### config.mk
export PLATFORM = sky130hd
export DESIGN_NAME = spin_profile_gen
export DESIGN_NICKNAME = d
export VERILOG_FILES = /design/src/rtl/spin_profile_gen_pkg.sv /design/src/rtl/spin_profile_gen_ramp_tick_gen.sv /design/src/rtl/spin_profile_gen.sv
export SDC_FILE = /design/constraint.sdc
export NUM_CORES = 1
export LEC_CHECK = 0
export ABC_AREA = 0
export BUFFER_PORTS_ARGS = -buffer_cell sky130_fd_sc_hd__buf_4
export CAP_MARGIN = 10
export CORE_MARGIN = 5
export CORE_UTILIZATION = 40
export DETAILED_ROUTE_END_ITERATION = 16
export GPL_TIMING_DRIVEN = 0
export SLEW_MARGIN = 15
export SYNTH_ARGS = -nofsm -noshare
export SYNTH_HDL_FRONTEND = slang
export SYNTH_SLANG_ARGS = --single-unit
### constraint.sdc
create_clock -name clk -period 3.2 [get_ports clk]
set_input_delay 0.16 -clock clk [delete_from_list [all_inputs] [get_ports clk]]
set_output_delay 0.16 -clock clk [all_outputs]
set_load 0.05 [all_outputs]
### src/rtl/spin_profile_gen_pkg.sv
// Shared types and defaults for the spin profile generator.
package spin_pkg;
    localparam int DUTY_W = 10;

    typedef enum logic [1:0] {IDLE, ACCEL, HOLD, DECEL} spin_state_t;
endpackage

### src/rtl/spin_profile_gen_ramp_tick_gen.sv
// Ramp time base: one tick every STEP_DIV cycles while enabled, parked at zero otherwise.
module ramp_tick_gen #(
    parameter int STEP_DIV = 100000
) (
    input  logic clk,
    input  logic reset,
    input  logic en,
    output logic tick
);
    localparam int CNT_W = (STEP_DIV > 1) ? $clog2(STEP_DIV) : 1;
    localparam logic [CNT_W-1:0] LAST = CNT_W'(STEP_DIV - 1);

    logic [CNT_W-1:0] div_cnt_q, div_cnt_d;

    always_comb begin
        tick      = en && (div_cnt_q == LAST);
        div_cnt_d = '0;
        if (en && (div_cnt_q != LAST)) begin
            div_cnt_d = div_cnt_q + CNT_W'(1);
        end
    end

    always_ff @(posedge clk or posedge reset) begin
        if (reset) begin
            div_cnt_q <= '0;
        end else begin
            div_cnt_q <= div_cnt_d;
        end
    end
endmodule

### src/rtl/spin_profile_gen.sv
// Duty-cycle trajectory for one wheel spin: ramp up to a peak, hold, ramp down to zero.
module spin_profile_gen
    import spin_pkg::*;
#(
    parameter int DUTY_W    = spin_pkg::DUTY_W,
    parameter int STEP_DIV  = 100000,
    parameter int STEP_SIZE = 4,
    parameter int HOLD_W    = 16
) (
    input  logic              clk,
    input  logic              reset,
    input  logic              start,
    input  logic [DUTY_W-1:0] peak_duty,
    input  logic [HOLD_W-1:0] hold_ticks,
    input  logic              abort,
    output logic [DUTY_W-1:0] duty_cycle,
    output logic              busy,
    output logic              done
);
    localparam logic [DUTY_W:0]   STEP_WIDE = (DUTY_W + 1)'(STEP_SIZE);
    localparam logic [DUTY_W-1:0] STEP      = DUTY_W'(STEP_SIZE);

    spin_state_t       state_q, state_d;
    logic [DUTY_W-1:0] duty_q, duty_d;
    logic [DUTY_W-1:0] peak_q, peak_d;
    logic [HOLD_W-1:0] hold_q, hold_d;
    logic [HOLD_W-1:0] hold_cnt_q, hold_cnt_d;
    logic              busy_q, busy_d;
    logic              done_q, done_d;
    logic [DUTY_W:0]   up_sum;
    logic              tick;

    ramp_tick_gen #(.STEP_DIV(STEP_DIV)) u_tick (
        .clk   (clk),
        .reset (reset),
        .en    (busy_q),
        .tick  (tick)
    );

    always_comb begin
        state_d    = state_q;
        duty_d     = duty_q;
        peak_d     = peak_q;
        hold_d     = hold_q;
        hold_cnt_d = hold_cnt_q;
        done_d     = 1'b0;
        // Wide sum so a peak near full scale cannot wrap before saturation.
        up_sum     = {1'b0, duty_q} + STEP_WIDE;

        unique case (state_q)
            IDLE: begin
                if (start) begin
                    peak_d  = peak_duty;
                    hold_d  = hold_ticks;
                    state_d = (peak_duty == '0) ? DECEL : ACCEL;
                end
            end
            ACCEL: begin
                if (abort) begin
                    state_d = DECEL;
                end else if (duty_q == peak_q) begin
                    state_d    = HOLD;
                    hold_cnt_d = '0;
                end else if (tick) begin
                    duty_d = (up_sum > {1'b0, peak_q}) ? peak_q : up_sum[DUTY_W-1:0];
                end
            end
            HOLD: begin
                if (abort || (hold_cnt_q == hold_q)) begin
                    state_d = DECEL;
                end else if (tick) begin
                    hold_cnt_d = hold_cnt_q + HOLD_W'(1);
                end
            end
            DECEL: begin
                if (duty_q == '0) begin
                    state_d = IDLE;
                    done_d  = 1'b1;
                end else if (tick) begin
                    duty_d = (duty_q <= STEP) ? '0 : duty_q - STEP;
                end
            end
            default: state_d = IDLE;
        endcase

        busy_d = (state_d != IDLE);
    end

    always_ff @(posedge clk or posedge reset) begin
        if (reset) begin
            state_q    <= IDLE;
            duty_q     <= '0;
            peak_q     <= '0;
            hold_q     <= '0;
            hold_cnt_q <= '0;
            busy_q     <= 1'b0;
            done_q     <= 1'b0;
        end else begin
            state_q    <= state_d;
            duty_q     <= duty_d;
            peak_q     <= peak_d;
            hold_q     <= hold_d;
            hold_cnt_q <= hold_cnt_d;
            busy_q     <= busy_d;
            done_q     <= done_d;
        end
    end

    assign duty_cycle = duty_q;
    assign busy       = busy_q;
    assign done       = done_q;
endmodule

# Word level (Yosys, flattened, before mapping)
# Cells that the tools add are included.
# totals
reg_bits,73
input_bits,30
output_inout_bits,12
word_cells,64
# op_classes
n_addsub,4
magnitude_cmp,2
n_eq_ne,15
muxes,23
n_reduce_logical,12
# op_table
operator,count
10-bit two-way mux,7
16-bit two-way mux,4
16-bit case mux with 2 select lines,1
10-bit zero test,2
10-bit case mux with 2 select lines,1
17-bit by 1-bit adder with 17-bit output (second input constant),1
17-bit equality test (second input constant),1
17-bit two-way mux,1
17-bit inequality test (second input constant),1
16-bit by 1-bit adder with 16-bit output (second input constant),1
16-bit equality test,1
2-bit inequality test (second input constant),8
2-bit two-way mux,6
10-bit by 3-bit adder with 11-bit output (second input constant),1
11-bit by 10-bit > comparator with 1-bit output,1
10-bit equality test,1
10-bit by 3-bit less-or-equal comparator with 1-bit output (second input constant),1
10-bit by 3-bit subtractor with 10-bit output (second input constant),1
2-bit case mux with 4 select lines,1
6-bit AND reduction,1
2-bit nonzero test,3
5-bit AND reduction,1
2-bit equality test (second input constant),2
2-bit by 1-bit equality test with 1-bit output (second input constant),1
other kinds (5),7

# Longest topological paths before layout
# Gate-level depths: netlist of run 1.
# depth
ltp_word,7
ltp_mapped,12
mapped_depth_nobuf,11

# Cells and area by module
# Synthesis of run 1 repeated with hierarchy kept, for this count alone.
# unflattened
hier_cells,458
hier_area_um2,4346.7
# modules_own_cells
module,n_inst,cells_per_inst,area_per_inst_um2,seq_area_each_um2
spin_profile_gen,1,371,3483.3,1401.3
ramp_tick_gen,1,87,863.3,425.4

# Worst setup path after synthesis of run 1
# OpenSTA, ideal clock, no wires.
# synth_path
path_type,reg-to-reg
startpoint,"register duty_q[3], in the netlist duty_cycle[3]"
endpoint,"register duty_q[1], in the netlist duty_cycle[1]"
setup_ps,126
arrival_ps,3206
required_time_ps,3074
path_slack_ps,-132
stages_incl_launch_ff,13
n_path_buf,1
synth_period_minus_slack_ps,3332
cell_sequence,dfrtp_1 > ha_1 > and3_1 > clkbuf_1 > nand3_1 > xnor2_1 > ha_1 > a21o_1 > a21oi_1 > o21ai_0 > nor2_1 > nor4_1 > a311o_1
# synth_between
elab_chain_cells,7
word_cells_on_any_way,16
classes_between,add/sub: 1; order compare: 2; eq/ne: 3; mux: 8; reduce/logical: 2
# synth_rtl
item,line_no,text
start: declaration,spin_profile_gen.sv:24,"logic [DUTY_W-1:0] duty_q, duty_d;"
start signal: assignment,spin_profile_gen.sv:100,duty_q <= duty_d;
10-bit by 3-bit adder with 11-bit output,spin_profile_gen.sv:48,"up_sum = {1'b0, duty_q} + STEP_WIDE;"
11-bit by 10-bit > comparator with 1-bit output,spin_profile_gen.sv:65,"duty_d = (up_sum > {1'b0, peak_q}) ? peak_q : up_sum[DUTY_W-1:0];"
10-bit two-way mux,spin_profile_gen.sv:65,
10-bit two-way mux,spin_profile_gen.sv:64,end else if (tick) begin
10-bit two-way mux,spin_profile_gen.sv:61,end else if (duty_q == peak_q) begin
10-bit two-way mux,spin_profile_gen.sv:59,if (abort) begin
10-bit case mux with 2 select lines,spin_profile_gen.sv:50,unique case (state_q)
# Several ways; a longest one is shown, not always the timed one. The select of a mux whose other input is x is not followed.
# A chain may end at the register's enable or synchronous reset.

# Worst setup path in the final report of run 1
# Ends and elaborated chain as after synthesis.

==> results.txt, run 1 <==
The worst setup path is captured at a flop. The accumulated negative setup slack came out at 0 ns. For this run, asynchronously set or reset flops after synthesis account for 1.00. The pin slew with the least headroom to its limit is 0.809 ns. The number of iterations in the first detailed-routing pass came out at 5. The multi-input combinational cells in the finished layout cover a total of 2350 um2. Clock-pin slew was measured on the worst setup and hold paths at 0.08 ns. The number of endpoints failing setup at the final stage is 0. The number of synthesized flops with an enable pin is 0.

The part of the power in combinational logic is 0.060. The detail-routed net length per standard cell is 16.1 um. The clock reaches the later pin of the worst-skew pair after 0.35 ns.

The core area is 10400 um2. The final number of hold-violating endpoints is 0. In the routed design, unresolved DRC markers number 0. The DRC violation total after the first TritonRoute iteration is 163.

In this run the core area contains 37 standard-cell rows. Counting every sink on the clock net gives 73. The area fraction in and, or, nand and nor cells after synthesis came out at 0.203. The shortest period the worst path allows came out at 2.99 ns. The initial utilization of the core area, before any placement, comes to 0.413.

Along the worst path, the maximum fanout reaches 7. The total leakage power is 2.14 nW. Summed over all layers, the global routing overflow is 0.

For this run, the number of Yosys warnings is 0. The pre-CTS setup slack came out at -0.350 ns. The fraction of power consumed by sequential logic came out at 0.506. The library cells used most frequently in the layout, excluding fill and tap cells, are sky130_fd_sc_hd__dfrtp_1 (69), sky130_fd_sc_hd__buf_4 (44), sky130_fd_sc_hd__a21oi_1 (35). The maximum level of the CTS H-tree is 3. The biggest cell delay along the critical path is 0.47 ns. After synthesis, the largest family of logic cells by area is simple AND/OR/NAND/NOR gates. The repair_antennas step left the layout with diodes totalling 0.

The post-synthesis area per instance is 9.46 um2. The mapped netlist covers 4310 um2. The vertical extent of the die came out at 114 um.

Of the total synthesized cell area, the portion taken by full adders, half adders and majority gates is 0.0465. During I/O placement, the number of pins put on the boundary was 42. The overall via count from detail_route is 3600.

The wire-length estimate of the detail-placed layout is 7.88 mm. Buffers inserted during clock tree synthesis total 9. The final RePlAce weighted congestion came out at 0.866.

The top achievable clock speed is 334 MHz. The worst relative slew slack is 0.460. The die outline area came out at 12900 um2. The fraction of the cycle the final worst path needs is 0.936. The setup clock skew after layout is 0.00856 ns. The power density over the cells is 371 nW/um2. In this run the power spent charging and discharging nets is 0.000425 W.

The flow ran to the end, and the final reports show no timing, DRC or antenna violations. The arrival time of data at the critical path endpoint came out at 3.23 ns. Setup repair after global routing left no endpoint under its margin. In this run the clock root is driven by a sky130_fd_sc_hd__clkbuf_8. The xor and xnor fraction of the mapped netlist area is 0.0895.

The deepest clock path buffer count came out at 2. The overall routing resource usage is 0.167. Walking the worst path, the cells encountered are ha_2, and3_2, nand3_1, xnor2_1, ha_1, a21o_1, a21oi_1, o21ai_1, nor2_2, buf_4, nor4_1, a311o_1. The wire length of the first global-routing pass is 17.4 mm. The flip-flop and latch area came out at 1830 um2. The most used flip-flop cell after synthesis is sky130_fd_sc_hd__dfrtp_1.

The number of distinct library cell variants in the gate-level netlist after synthesis came out at 57. The number of instances in the synthesized netlist came out at 455. Relative to the synthesized area, the layout overhead comes to 18.1%.

The routed wire length came out at 10.5 mm. The post-synthesis sequential area ratio came out at 0.424. The residual antenna-violating net count after detailed routing is 0.

The worst hold path belongs to the class primary input to flop. The post-synthesis register bit count came out at 73. The synthesized-area fraction occupied by ao, oa, aoi and oai cells is 0.152. The share of cell area taken by muxes after synthesis is 0.0494.

Entering global routing, the biggest net connects 57 pins. The routed via count divided by cell count came out at 5.54. Leaving out fill and tap cells, the most frequent cell in the layout is sky130_fd_sc_hd__dfrtp_1.

The number of antenna violations at the first check in global routing came to 0. Of the cells placed in the final design, the portion with a size suffix greater than 1 is 0.189. Counting every net in the synthesized netlist gives 501. The number of max-cap violations came out at 0.

The worst setup path is launched from a flop. Of the total power, the share spent switching nets is 0.225. The TritonCTS clock tree is done.

The horizontal die dimension is 114 um. Input and output buffers added on the ports amount to 41. At the worst endpoint, the required time is 3.43 ns.

The worst-case setup margin in the final layout is 0.205 ns. The largest voltage drop on the vdd net came out at 0.248 mV. The kind of critical path is flop to flop.

The fraction of power consumed by the clock network came out at 0.433. The via count of the first global-routing pass is 3602. The final count of pins violating max slew is 0.

The count of nets after finishing is 555. The count of fill cells added during filler insertion is 979. For this design, the slowest cell found on the critical path is sky130_fd_sc_hd__dfrtp_2. The internal power is 0.00146 W.
area by class of cell:
type,instances,area share
plain buffers,13,0.0111
clock buffers,12,0.0285
clock inverters,4,0.0150
inverters,23,0.0175
multi-input cells,343,0.462
flip-flops and latches,73,0.360
well taps,136,0.0335
repair buffers,46,0.0723
final timing paths:
check	end	startpoint	depth (start not counted)	slack (ns)
max in group asynchronous	peak_q[7]	reset	4	2.34
hold reg to reg	u_tick.div_cnt_q[0]	u_tick.div_cnt_q[0]	1	0.49
setup reg to reg	duty_cycle[1]	duty_cycle[3]	12	0.21
hold / removal	peak_q[7]	peak_duty[7]	3	0.03
setup / recovery	duty_cycle[1]	duty_cycle[3]	12	0.21
min in group asynchronous	done	reset	3	0.31
sequential cells by signal, indices dropped and copies added, names as in the netlist:
| signal | cells |
|---|---|
| busy | 1 |
| done | 1 |
| duty_cycle | 10 |
| hold_cnt_q | 16 |
| hold_q | 16 |
| peak_q | 10 |
| state_q | 2 |
| u_tick.div_cnt_q | 17 |
cell families after synthesis:
group	after synthesis
buffers and inverters	39
muxes	19
xor gates and xnor gates	44
AOI/OAI and AO/OA	104
adders and majority gates	16
and+or+nand+nor	160
DFF	73
cell usage after synthesis, types with 2 or more instances:
cell type	number	area (um2)
sky130_fd_sc_hd__nor2b_1	3	18.8
sky130_fd_sc_hd__nand3_1	23	115
sky130_fd_sc_hd__mux2_2	17	191
sky130_fd_sc_hd__o21ai_1	9	45.0
sky130_fd_sc_hd__o21a_1	2	15.0
sky130_fd_sc_hd__or4_1	7	52.6
sky130_fd_sc_hd__nor4_1	9	56.3
sky130_fd_sc_hd__nand3b_1	2	15.0
sky130_fd_sc_hd__dfrtp_1	73	1830
sky130_fd_sc_hd__clkbuf_1	14	52.6
sky130_fd_sc_hd__nor3_1	8	40.0
sky130_fd_sc_hd__and2_1	6	37.5
sky130_fd_sc_hd__o31ai_1	8	60.1
sky130_fd_sc_hd__ha_1	16	200
sky130_fd_sc_hd__nor2_1	26	97.6
sky130_fd_sc_hd__a311o_1	2	20.0
sky130_fd_sc_hd__a21oi_1	35	175
sky130_fd_sc_hd__o22ai_1	3	18.8
sky130_fd_sc_hd__and3_1	10	62.6
sky130_fd_sc_hd__nand2_1	34	128
sky130_fd_sc_hd__a31oi_1	2	12.5
sky130_fd_sc_hd__xnor2_1	26	228
sky130_fd_sc_hd__or3_1	6	37.5
sky130_fd_sc_hd__xor2_1	18	158
sky130_fd_sc_hd__a22o_1	2	17.5
sky130_fd_sc_hd__o21bai_1	2	15.0
sky130_fd_sc_hd__nand2b_1	2	12.5
sky130_fd_sc_hd__a211oi_1	4	30.0
sky130_fd_sc_hd__o21ai_0	19	95.1
sky130_fd_sc_hd__a21o_1	2	15.0
sky130_fd_sc_hd__nor3b_1	2	15.0
sky130_fd_sc_hd__nand4_1	12	75.1
sky130_fd_sc_hd__o211ai_1	5	37.5
sky130_fd_sc_hd__inv_1	23	86.3
repair_timing:
item,in CTS,in global routing
setup endpoints to repair,9,11
hold endpoints to repair,17,0
gates resized for setup,2,6
setup buffers,3,0
pin swaps,1,0
hold buffers,1,0
critical path, delay by kind of cell, from the launching register on:
family	cells	cell delay, ns
AO/OA/AOI/OAI	4	0.94
XOR/XNOR	1	0.21
AND/OR/NAND/NOR	4	0.56
adder cells (fa/ha/maj)	2	0.54
flip-flops	1	0.47
buffers and inverters	1	0.14
metrics by stage:
stage          power, W  hold slack [ns]  utilization  cells  area, um2
3_5_place_dp    0.00109            0.128        0.463    633       4820
5_1_grt         0.00197           0.0217        0.488    650       5090
6_report        0.00189           0.0283        0.488    650       5090
4_1_cts         0.00191           0.0140        0.487    652       5070
3_3_place_gp    0.00108            0.377        0.460    632       4790
2_1_floorplan   0.00103            0.277            -    455       4310
routing by layer:
| metal | up-vias | global-route usage | part of all wire |
|---|---|---|---|
| met5 | - | 0 | 0 |
| met4 | 0 | 0.0513 | 0.014 |
| met3 | 14 | 0.0276 | 0.036 |
| met2 | 79 | 0.270 | 0.47 |
| met1 | 1746 | 0.230 | 0.48 |
| li1 | 1761 | - | - |
power groups by stage:
stage / logic (W) / clock network (W) / registers, W
after floorplan: 0.0000618 / 0 / 0.000968
after global placement: 0.000107 / 0 / 0.000973
after detailed placement: 0.000113 / 0 / 0.000974
after CTS: 0.000116 / 0.000836 / 0.000955
after global routing: 0.000129 / 0.000880 / 0.000957
final: 0.000114 / 0.000817 / 0.000955
Note: power is estimated with default switching activity, not from simulation.
==> inputs of run 2 (changes only) <==
CORE_MARGIN = not set   (was 5)
CORE_UTILIZATION = 55   (was 40)
PLACE_DENSITY = 0.75   (was not set)
==> results.txt, run 2 (synthesis gave the netlist of run 1 again) <==
The flow ran to the end, and the final reports show no timing, DRC or antenna violations. The maximum number of pins on one net before global-route repair came out at 59. The data required time of the worst path came out at 3.41 ns. The tool flagged a number of max-cap violations equal to 0. The setup clock skew after layout is 0.00721 ns. 0 antenna diodes ended up in the layout.

The TritonCTS clock tree is done. The power density over the cells came out at 380 nW/um2. In this run the number of H-tree levels came out at 3. The flip-flop and latch area came out at 1830 um2. The via count of the first global-routing pass came to 3552.

Using the TritonRoute via totals, the vias-per-cell ratio works out to 6.02. The routed design has 10.2 mm of wire. The critical path in this run is classified as flop to flop. For the pin with the worst max-slew slack, the measured transition is 0.766 ns. Once detail routing completed, the nets flagged for antenna violations numbered 0. The core area is 7410 um2. The final number of hold-violating endpoints came out at 0. The DRC violation total after the first TritonRoute iteration came out at 299. The cell row count is 31. The number of endpoints failing setup at the final stage came out at 0. In the final layout, the share of cells above drive strength 1 is 0.198. The first global-routing pass estimated 17.2 mm of wire. The initial utilization of the core area, before any placement, comes to 0.581. Summing all multi-input logic gate instances after layout gives 2360 um2. The clock transition at the register clock pins on the worst setup and hold paths after CTS is 0.08 ns. After routing, the total negative slack on setup checks comes to 0 ns.

During placement, the flow inserted port buffers numbering 41. The total grt overflow is 0. The register with the most flip-flops in the layout has 17 of them. The horizontal die dimension is 90.5 um. For this run, the top clock speed supported by timing is 325 MHz. The count of fill cells added during filler insertion is 589. Leaving out fill and tap cells, the most frequent cell in the layout is sky130_fd_sc_hd__dfrtp_1. The overall routing resource usage is 0.263. The vertical extent of the die is 90.5 um. The area growth from synthesis to layout is 18.4%. The shortest period the worst path allows is 3.07 ns. The path class of the tightest hold or removal check is primary input to flop. The worst-case hold slack came out at 0.0344 ns. After detailed routing, the number of remaining DRC violations is 0. The die outline area came out at 8190 um2. u_tick.div_cnt_q holds more flip-flops than any other register.

The library cells used most frequently in the layout, excluding fill and tap cells, are sky130_fd_sc_hd__dfrtp_1 (69), sky130_fd_sc_hd__buf_4 (45), sky130_fd_sc_hd__a21oi_1 (35). The tree is rooted in a sky130_fd_sc_hd__clkbuf_8. 42 I/O pins were placed.

The largest fanout on the critical path is 8. The number of iterations in the first detailed-routing pass is 5. The latest clock arrival within the worst-skew pair is 0.33 ns. The total power is 0.00194 W.

In this run, CTS created clock tree buffers numbering 9. The fraction of the cycle the final worst path needs came out at 0.960. The total clock sinks came out at 73.

The estimated wirelength of the detail-placed design is 7.46 mm. The count of nets after finishing is 557. The final count of pins violating max slew is 0. The largest voltage drop on the vdd net is 0.232 mV. The worst setup path is captured at a flop.

The number of antenna violations at the first check in global routing is 0. STA puts the critical path data arrival time at 3.28 ns. The final core utilization came out at 0.688. The overall via count from detail_route came out at 3703. The deepest clock path buffer count came out at 2. STA classifies the critical path startpoint as a flop. The detail-routed net length per standard cell came out at 16.6 um.

The final RePlAce weighted congestion is 0.892. The total leakage power is 2.18 nW. The largest registers in the layout are u_tick.div_cnt_q: 17 flops, hold_cnt_q: 16 flops, hold_q: 16 flops. Headroom to the max-slew limit came out at 0.489.
## run 2: final timing paths
check | start | end | slack (ns) | depth (start not counted)
max | duty_cycle[2] | duty_cycle[1] | 0.13 | 12
min | peak_duty[1] | peak_q[1] | 0.03 | 3
max reg2reg | duty_cycle[2] | duty_cycle[1] | 0.13 | 12
min reg2reg | u_tick.div_cnt_q[0] | u_tick.div_cnt_q[0] | 0.49 | 1
max in group asynchronous | reset | duty_cycle[2] | 2.33 | 4
min in group asynchronous | reset | hold_cnt_q[12] | 0.31 | 3
## run 2: worst max-delay path: stages, from the launching register on
cell and delay, ns:
sky130_fd_sc_hd__dfrtp_2 0.47, sky130_fd_sc_hd__ha_2 0.25, sky130_fd_sc_hd__and3_2 0.26, sky130_fd_sc_hd__nand3_1 0.13, sky130_fd_sc_hd__xnor2_2 0.18, sky130_fd_sc_hd__ha_1 0.31
sky130_fd_sc_hd__nand3_1 0.13, sky130_fd_sc_hd__o21bai_1 0.19, sky130_fd_sc_hd__o21ba_2 0.31, sky130_fd_sc_hd__nor2_2 0.09, sky130_fd_sc_hd__buf_4 0.16, sky130_fd_sc_hd__buf_4 0.12
sky130_fd_sc_hd__a311o_1 0.36
## run 2: per-layer routing
layer	vias up	wire length, um	global-route usage	part of all wire
met5	-	0	0	0
met4	0	102	0.0739	0.010
met3	10	558	0.0488	0.055
met2	137	4820	0.410	0.47
met1	1795	4730	0.374	0.46
li1	1761	-	-	-
## run 2: power by group
| part | internal (W) | switching [W] |
|---|---|---|
| registers | 0.000940 | 0.0000142 |
| clock network | 0.000518 | 0.000349 |
| logic | 0.0000592 | 0.0000582 |
## run 2: per-stage QoR
stage | instance area, um2 | setup WS (ns) | instances
global route | 5100 | -0.0262 | 615
detailed placement | 4770 | -0.310 | 596
CTS | 5060 | 0.0543 | 615
finish | 5100 | 0.127 | 615
floorplan | 4310 | 0.0399 | 455
global placement | 4740 | -0.296 | 595
## run 2: repair_timing
action,CTS,global route
buffers inserted,3,2
endpoints found under the setup margin,7,20
pin swaps,1,1
hold endpoints to repair,15,0
gates cloned,0,0
gates resized for setup,2,7
hold buffers,1,0
## run 2: final cells by class
cell class,instances,area share
well taps,99,0.0243
clock inverters,7,0.0228
flip-flops and latches,73,0.359
plain buffers,13,0.0110
clock buffers,9,0.0243
repair buffers,48,0.0775
multi-input cells,343,0.463
inverters,23,0.0174
